$ cat config.mk
export PLATFORM = sky130hd
export DESIGN_NAME = vscpu_boot_loader_flat
export DESIGN_NICKNAME = d
export VERILOG_FILES = /design/src/rtl/vscpu_boot_loader_if.sv /design/src/rtl/vscpu_boot_loader.sv /design/src/flat_wrapper.sv
export SDC_FILE = /design/constraint.sdc
export NUM_CORES = 1
export LEC_CHECK = 0
export CAP_MARGIN = 20
export CORE_MARGIN = 5
export CORE_UTILIZATION = 45
export CTS_CLUSTER_SIZE = 40
export DETAILED_ROUTE_END_ITERATION = 6
export PLACE_DENSITY = 0.71
export RECOVER_POWER = 100
export SETUP_SLACK_MARGIN = 0.3
export SYNTH_ARGS = -nofsm -noshare
export SYNTH_HDL_FRONTEND = slang
export SYNTH_SLANG_ARGS = --single-unit
export TNS_END_PERCENT = 50
$ cat constraint.sdc
create_clock -name clk -period 3.5 [get_ports clk]
set_input_delay 0.7 -clock clk [delete_from_list [all_inputs] [get_ports clk]]
set_output_delay 0.7 -clock clk [all_outputs]
set_load 0.05 [all_outputs]
$ cat src/rtl/vscpu_boot_loader_if.sv
// Byte-stream, CPU-side RAM port and RAM port bundle for the VSCPU boot loader.
// slave  : the loader (consumes bytes and CPU requests, drives the RAM port)
// master : the environment (byte source, CPU, RAM)
interface vscpu_boot_loader_if #(
  parameter int ADDR_W = 14
);
  logic [7:0]        in_data;
  logic              in_valid;
  logic              in_ready;
  logic              cpu_wrEn;
  logic [ADDR_W-1:0] cpu_addr;
  logic [31:0]       cpu_data;
  logic              ram_we;
  logic [ADDR_W-1:0] ram_addr;
  logic [31:0]       ram_din;

  modport slave (
    input  in_data, in_valid, cpu_wrEn, cpu_addr, cpu_data,
    output in_ready, ram_we, ram_addr, ram_din
  );

  modport master (
    output in_data, in_valid, cpu_wrEn, cpu_addr, cpu_data,
    input  in_ready, ram_we, ram_addr, ram_din
  );
endinterface

$ cat src/rtl/vscpu_boot_loader.sv
// VSCPU boot loader: assembles a big-endian byte stream (16-bit word count,
// then 4 bytes per word) into 32-bit RAM writes from address 0 while the CPU
// is held in reset, then hands the RAM port to the CPU and releases it.
module vscpu_boot_loader #(
  parameter int ADDR_W   = 14,
  parameter int HOLD_CYC = 2
) (
  input  logic clk,
  input  logic rst,
  input  logic reload,
  output logic cpu_rst,
  output logic done,
  output logic err,
  vscpu_boot_loader_if.slave bus
);

  typedef enum logic [2:0] {LEN_HI, LEN_LO, DATA, WRITE, HOLD, RUN, ERR} state_t;

  localparam int          AW1       = ADDR_W + 1;
  localparam int unsigned CAP       = 32'd1 << ADDR_W;
  localparam int          HW        = (HOLD_CYC > 1) ? $clog2(HOLD_CYC) : 1;
  localparam logic [HW-1:0] HOLD_LAST = HW'(HOLD_CYC - 1);

  state_t            state, state_nx;
  logic [7:0]        len_hi;
  logic [15:0]       n_len;
  logic [1:0]        byte_idx;
  logic [AW1-1:0]    word_addr;   // one extra bit so N == capacity never wraps
  logic [23:0]       word_sr;     // first three bytes of the word being built
  logic [HW-1:0]     hold_cnt;
  logic              ram_we_r;
  logic [ADDR_W-1:0] ram_addr_r;
  logic [31:0]       ram_din_r;

  logic        in_rdy, xfer, last_word, cpu_run;
  logic [15:0] len_nx;

  assign in_rdy    = (state == LEN_HI) || (state == LEN_LO) || (state == DATA);
  assign xfer      = bus.in_valid && in_rdy;
  assign len_nx    = {len_hi, bus.in_data};
  assign last_word = (32'(word_addr) == (32'(n_len) - 32'd1));
  // CPU owns the RAM port only in RUN and not in the cycle reload is seen
  assign cpu_run   = (state == RUN) && !reload;

  // State register
  always_ff @(posedge clk or negedge rst) begin
    if (!rst) state <= LEN_HI;
    else      state <= state_nx;
  end

  // Next-state and output decode
  always_comb begin
    state_nx     = state;
    bus.in_ready = in_rdy;
    cpu_rst      = 1'b1;
    done         = 1'b0;
    err          = (state == ERR);
    bus.ram_we   = ram_we_r;
    bus.ram_addr = ram_addr_r;
    bus.ram_din  = ram_din_r;
    if (cpu_run) begin
      cpu_rst      = 1'b0;
      done         = 1'b1;
      bus.ram_we   = bus.cpu_wrEn;
      bus.ram_addr = bus.cpu_addr;
      bus.ram_din  = bus.cpu_data;
    end
    case (state)
      LEN_HI: if (xfer) state_nx = LEN_LO;
      LEN_LO: if (xfer) begin
        if (len_nx == 16'd0)         state_nx = HOLD;
        else if (32'(len_nx) > CAP)  state_nx = ERR;
        else                         state_nx = DATA;
      end
      DATA:   if (xfer && byte_idx == 2'd3) state_nx = WRITE;
      WRITE:  state_nx = last_word ? HOLD : DATA;
      HOLD:   if (hold_cnt == HOLD_LAST) state_nx = RUN;
      RUN:    if (reload) state_nx = LEN_HI;
      ERR:    state_nx = ERR;
      default: state_nx = LEN_HI;
    endcase
  end

  // Datapath: length capture, word assembly, registered RAM write, hold timer
  always_ff @(posedge clk or negedge rst) begin
    if (!rst) begin
      len_hi     <= '0;
      n_len      <= '0;
      byte_idx   <= '0;
      word_addr  <= '0;
      word_sr    <= '0;
      hold_cnt   <= '0;
      ram_we_r   <= 1'b0;
      ram_addr_r <= '0;
      ram_din_r  <= '0;
    end else begin
      ram_we_r <= 1'b0;
      hold_cnt <= (state == HOLD) ? hold_cnt + HW'(1) : '0;
      case (state)
        LEN_HI: if (xfer) len_hi <= bus.in_data;
        LEN_LO: if (xfer) begin
          n_len     <= len_nx;
          byte_idx  <= '0;
          word_addr <= '0;
        end
        DATA: if (xfer) begin
          word_sr  <= {word_sr[15:0], bus.in_data};
          byte_idx <= byte_idx + 2'd1;
          // 4th byte: present the write in the very next (WRITE) cycle
          if (byte_idx == 2'd3) begin
            ram_we_r   <= 1'b1;
            ram_addr_r <= word_addr[ADDR_W-1:0];
            ram_din_r  <= {word_sr, bus.in_data};
          end
        end
        WRITE: word_addr <= word_addr + AW1'(1);
        RUN: if (reload) begin
          word_addr <= '0;
          byte_idx  <= '0;
        end
        default: ;
      endcase
    end
  end

endmodule

$ cat src/flat_wrapper.sv
// flat-port wrapper written by rule: the top's interface ports become plain ports
module vscpu_boot_loader_flat 
#(
  parameter int ADDR_W   = 14,
  parameter int HOLD_CYC = 2
)
  (clk, rst, reload, cpu_rst, done, err, bus_in_data, bus_in_valid, bus_cpu_wrEn, bus_cpu_addr, bus_cpu_data, bus_in_ready, bus_ram_we, bus_ram_addr, bus_ram_din);
  vscpu_boot_loader_if #(.ADDR_W(ADDR_W)) bus_i ();
  input  logic clk;
  input  logic rst;
  input  logic reload;
  output logic cpu_rst;
  output logic done;
  output logic err;
  input wire logic [$bits(bus_i.in_data)-1:0] bus_in_data;
  input wire logic [$bits(bus_i.in_valid)-1:0] bus_in_valid;
  input wire logic [$bits(bus_i.cpu_wrEn)-1:0] bus_cpu_wrEn;
  input wire logic [$bits(bus_i.cpu_addr)-1:0] bus_cpu_addr;
  input wire logic [$bits(bus_i.cpu_data)-1:0] bus_cpu_data;
  output wire logic [$bits(bus_i.in_ready)-1:0] bus_in_ready;
  output wire logic [$bits(bus_i.ram_we)-1:0] bus_ram_we;
  output wire logic [$bits(bus_i.ram_addr)-1:0] bus_ram_addr;
  output wire logic [$bits(bus_i.ram_din)-1:0] bus_ram_din;
  assign bus_i.in_data = bus_in_data;
  assign bus_i.in_valid = bus_in_valid;
  assign bus_i.cpu_wrEn = bus_cpu_wrEn;
  assign bus_i.cpu_addr = bus_cpu_addr;
  assign bus_i.cpu_data = bus_cpu_data;
  assign bus_in_ready = bus_i.in_ready;
  assign bus_ram_we = bus_i.ram_we;
  assign bus_ram_addr = bus_i.ram_addr;
  assign bus_ram_din = bus_i.ram_din;
  vscpu_boot_loader #(.ADDR_W(ADDR_W), .HOLD_CYC(HOLD_CYC)) u_core (.clk(clk), .rst(rst), .reload(reload), .cpu_rst(cpu_rst), .done(done), .err(err), .bus(bus_i));
endmodule
# Word-level counts from Yosys, hierarchy flattened
# Index checks and enable logic that the tools add are counted.
# word_totals
ff_bits	116
in_bits	59
out_inout_bits	51
word_cells	71
# op_classes
addsub	4
n_lt_le_gt_ge	1
n_eq_ne	14
n_mux	25
reduce_logical	17
# ops
op	count
15-bit one-hot mux with 3 select lines	1
15-bit by 32-bit == test with 1-bit output	1
32-bit two-way mux	1
15-bit two-way mux	2
3-bit two-way mux	8
3-bit one-hot mux with 7 select lines	1
16-bit by 1-bit subtractor with 17-bit output, second input constant	1
16-bit by 15-bit > comparator with 1-bit output, second input constant	1
16-bit logical NOT	1
15-bit by 1-bit adder with 15-bit output, second input constant	1
14-bit two-way mux	1
3-bit == test, second input constant	3
2-bit by 1-bit inequality test with 1-bit output, second input constant	4
1-bit two-way mux	7
3-bit by 2-bit == test with 1-bit output, second input constant	2
2-bit two-way mux	3
2-bit one-hot mux with 3 select lines	1
2-bit AND reduction	3
3-bit AND reduction	2
3-bit nonzero test	2
5-bit AND reduction	1
2-bit inequality test, second input constant	2
4-bit AND reduction	1
3-bit by 1-bit == test with 1-bit output, second input constant	1
other kinds (7)	10

# Logic depth before layout (Yosys ltp)
# logic_depth
word_depth	7
ltp_mapped	8

# Worst setup path after synthesis
# Ideal clock, no wire load.
# synth_timing
kind	input port to output port
startpoint	in reload
endpoint	out bus_ram_din[23]
t_arrival_ns	2.239
required_time_ns	2.800
setup_slack_ns	0.561
stages	3
n_path_buf	1
path_cell_list	nor3_1 clkbuf_1 mux2_2
# synth_via
elab_chain_len	3
# synth_lines
item	line	rtl
start, declared	flat_wrapper.sv:11	input logic reload;
1-bit logical NOT	vscpu_boot_loader.sv:43	assign cpu_run = (state == RUN) && !reload;
1-bit logical AND	vscpu_boot_loader.sv:43	
32-bit two-way mux	vscpu_boot_loader.sv:61	if (cpu_run) begin
end, declared	flat_wrapper.sv:23	output wire logic [$bits(bus_i.ram_din)-1:0] bus_ram_din;
# No other way between the ends.

# Worst setup path after layout
# layout_timing
startpoint	in reload
endpoint	out bus_ram_din[21]
# The elaborated chain is that of the path after synthesis.

==> key figures <==
Power and ir drop
  • Leakage dissipation: 3.64 nW
  • P per Cell Area: ~440 nW/µm²
  • Peak supply drop: between 200 and 300 µV

Route
  • Router iterations before antenna repair: 5
  • DR iter-0 viols: 230
  • Via count: approximately 4100
  • WL final: between 10000 and 15000 µm
  • Antenna viol nets, final: 0
  • DRC: 0
  • Drt wl/cell: approximately 17 µm
  • Vias per inst: between 5 and 6

Critical path
  • CP max-delay cell: dlygate4sd3_1
  • Crit. End Element: output pin
  • Worst path required time: ~2.8 ns
  • Arr. time, crit path: roughly 2.5 ns
  • Reg2Reg Launch Point: u_core.n_len[0]
  • Worst Setup Start Kind: primary input
  • Worst Setup SP: reload
  • CP max FO: 31
  • R2R setup slack: between 0.5 and 0.6 ns
  • FF-to-FF path depth: 8
  • Critical R2R Capture: u_core.state[1]
  • CP Cell Sequence: dlygate4sd3_1, nor3_2, buf_12, mux2_2, clkbuf_2
  • Setup Crit Path Kind: primary input to output pin
  • Worst path max stage delay: 0.61 ns

Clocking
  • CTS Buf Count: 17
  • CTS sink cnt: 116
  • Clock transition at path regs: roughly 0.06 ns
  • # hold bufs at CTS: 0
  • CTS root buf: clkbuf_16
  • CTS max path bufs: 2
  • Worst-Skew Late Latency: between 0.4 and 0.5 ns
  • CTS tree: yes
  • H-Tree Depth: 4

Outcome
  • Status: complete, but fails checks
  • Failing checks: capacitance limit, slew limit

STA
  • Final setup margin: 0.270 ns
  • Setup tns final: 0 ns
  • Final hold vios: 0
  • Final Setup Violations: 0
  • Slew headroom: -36.0%
  • Final period util: 92.3%
  • FMAX: about 310 MHz
  • Post-layout min period: about 3.2 ns
  • Worst Skew: roughly 0.011 ns
  • RSZ-0062 raised after global routing: false
  • Slew @ Worst Pin: between 2 and 2.5 ns
  • Max Slew Vio Count: 37

Logic synthesis
  • Synthesized area per cell: roughly 12 µm²
  • Synth Instances: roughly 470
  • Top cell type's share of synthesized area: between 50% and 60%
  • Register area share after synthesis: 50.7%
  • Top post-synthesis cells by area: dfrtp_1, mux2_2, xnor2_1
  • Library cells used by synthesis: 48
  • Syn_nets: between 500 and 600
  • Ys async rst share: between 90% and 100%
  • Mapped cell area: roughly 5700 µm²
  • Post-synth EDFFs: 0
  • Syn. warnings: 0
  • Area leader, netlist: dfrtp_1
  • Synthesized flop and latch total: roughly 120
  • Most instantiated cells after synthesis: mux2_2, dfrtp_1, nor2_1
  • Main synth FF type: dfrtp_1
  • Most frequent cell after synthesis: mux2_2

Floorplan
  • Row count: just over 40
  • Core outline area: ~13000 µm²
  • Die Span Y: between 100 and 150 µm
  • Die ar.: ~15000 µm²
  • Die X: between 100 and 150 µm
  • Top Ports: 110
  • Initial Util: a little under half

Finish
  • Ant diodes: 0
  • Fill count: 1041
  • Layout cells sized above 1: 38.4%
  • Final nets: 648
  • Area Overhead vs Synth: 29.7%

GRT
  • Tot GR Track Use: 17.9%
  • Number of global-route vias before repair: about 4200
  • Grt total ovfl: 0
  • First-pass GRT wire length: between 20000 and 25000 µm
  • Initial antenna violation count: 0
  • Largest net degree at the start of global routing: 90

Hold path
  • Hold path endpoint: u_core.hold_cnt
  • Worst hold stages: 1
  • Min-delay worst type: register to register
  • Hold Crit Start: u_core.hold_cnt

Placed design
  • Post-place setup slack: between 0.4 and 0.5 ns
  • Post-DP HPWL: just over 9000 µm
  • Placer congestion estimate: ~0.87
  • PortBufs: around 110

Job
  • MaxCap Viol Count: 1
-- through the flow --
step | hold slack (ns) | cells | utilization [%] | cell area, µm² | power (mW)
2_1_floorplan | 0.402 | 469 | - | 5730 | 1.37
5_1_grt | 0.486 | 771 | 59.1 | 7430 | 3.35
4_1_cts | 0.457 | 770 | 60.1 | 7550 | 3.28
3_3_place_gp | 0.422 | 738 | 55.1 | 6930 | 1.47
6_report | 0.457 | 771 | 59.1 | 7430 | 3.25
3_5_place_dp | 0.447 | 738 | 55.1 | 6930 | 1.47
-- critical path: cells and delay by family --
kind / cells / cell delay, ns
simple gates: 1 / 0.33
buf+inv: 3 / 1.09
mux: 1 / 0.37
-- placed cells by master, fill, tap and decap left out, types with 3 or more instances in the layout --
cell / instances
a21oi_1: 4
bufinv_16: 3
clkbuf_1: 10
clkbuf_16: 17
clkbuf_2: 47
clkdlybuf4s50_1: 55
clkinv_4: 4
dfrtp_1: 116
dlygate4sd3_1: 4
ha_1: 3
inv_1: 12
inv_6: 4
mux2_2: 138
nand2_1: 19
nand2b_1: 4
nand3_1: 7
nand3b_1: 3
nand4_1: 7
nor2_1: 27
nor2b_1: 3
nor3_1: 8
nor4_1: 10
o21ai_0: 17
or4_1: 3
xnor2_1: 15
xor2_1: 15
-- per-layer routing --
metal / up-vias / part of all wire, % / GRT usage (%)
met5: - / 0 / 0
met4: 0 / 2.2 / 6.51
met3: 23 / 5.1 / 3.96
met2: 115 / 49 / 28.6
met1: 2024 / 44 / 24.1
li1: 1940 / - / -
-- how the worst max path moves through the flow --
stage                                endpoint  slack, ns
after global routing      u_core.ram_din_r[0]       0.18
after detailed placement      bus_ram_addr[7]       0.42
after global placement         bus_ram_din[2]       0.48
final                         bus_ram_din[21]       0.27
after CTS                     bus_ram_addr[7]       0.38
after floorplan               bus_ram_din[23]       0.56
-- where the power goes --
part | leakage (nW) | internal, mW | switching, mW | total, mW
clock network | 0.303 | 1.14 | 0.665 | 1.81
logic | 1.76 | 0.0603 | 0.0431 | 0.103
registers | 1.58 | 1.34 | 0 | 1.34
total | 3.64 | 2.54 | 0.708 | 3.25
-- sequential cells by signal, indices dropped and copies added (netlist names) --
register,cells
u_core.word_sr,24
u_core.len_hi,8
u_core.state,3
u_core.hold_cnt,1
u_core.byte_idx,2
u_core.n_len,16
u_core.word_addr,15
u_core.ram_din_r,32
u_core.ram_addr_r,14
u_core.ram_we_r,1
-- cell families (layout without fill, tap and decap cells) --
kind of cell / count (synthesis) / count (layout) / share of synthesized area (%)
buffers and inverters: 36 / 166 / 2.58
AOI/OAI and AO/OA: 38 / 38 / 4.33
DFF: 116 / 116 / 50.7
adders and majority gates: 3 / 3 / 0.656
xor gates and xnor gates: 30 / 30 / 4.59
muxes: 140 / 140 / 27.5
and+or+nand+nor: 106 / 106 / 9.68
-- layout make-up --
class | count | area [µm²] | area share (%)
flip-flops and latches | 116 | 2900 | 39.1
multi-input cells | 317 | 2690 | 36.2
repair buffers | 122 | 957 | 12.9
clock buffers | 17 | 425 | 5.73
well taps | 172 | 215 | 2.90
clock inverters | 15 | 195 | 2.63
inverters | 12 | 45.0 | 0.606
-- repair_timing --
| action | in CTS | in global routing |
|---|---|---|
| buffers inserted | 0 | 0 |
| endpoints found under the setup margin | 0 | 7 |
| gates resized for setup | 0 | 2 |
| hold endpoints to repair | 0 | 0 |
Power figures use the tool's default switching activity.
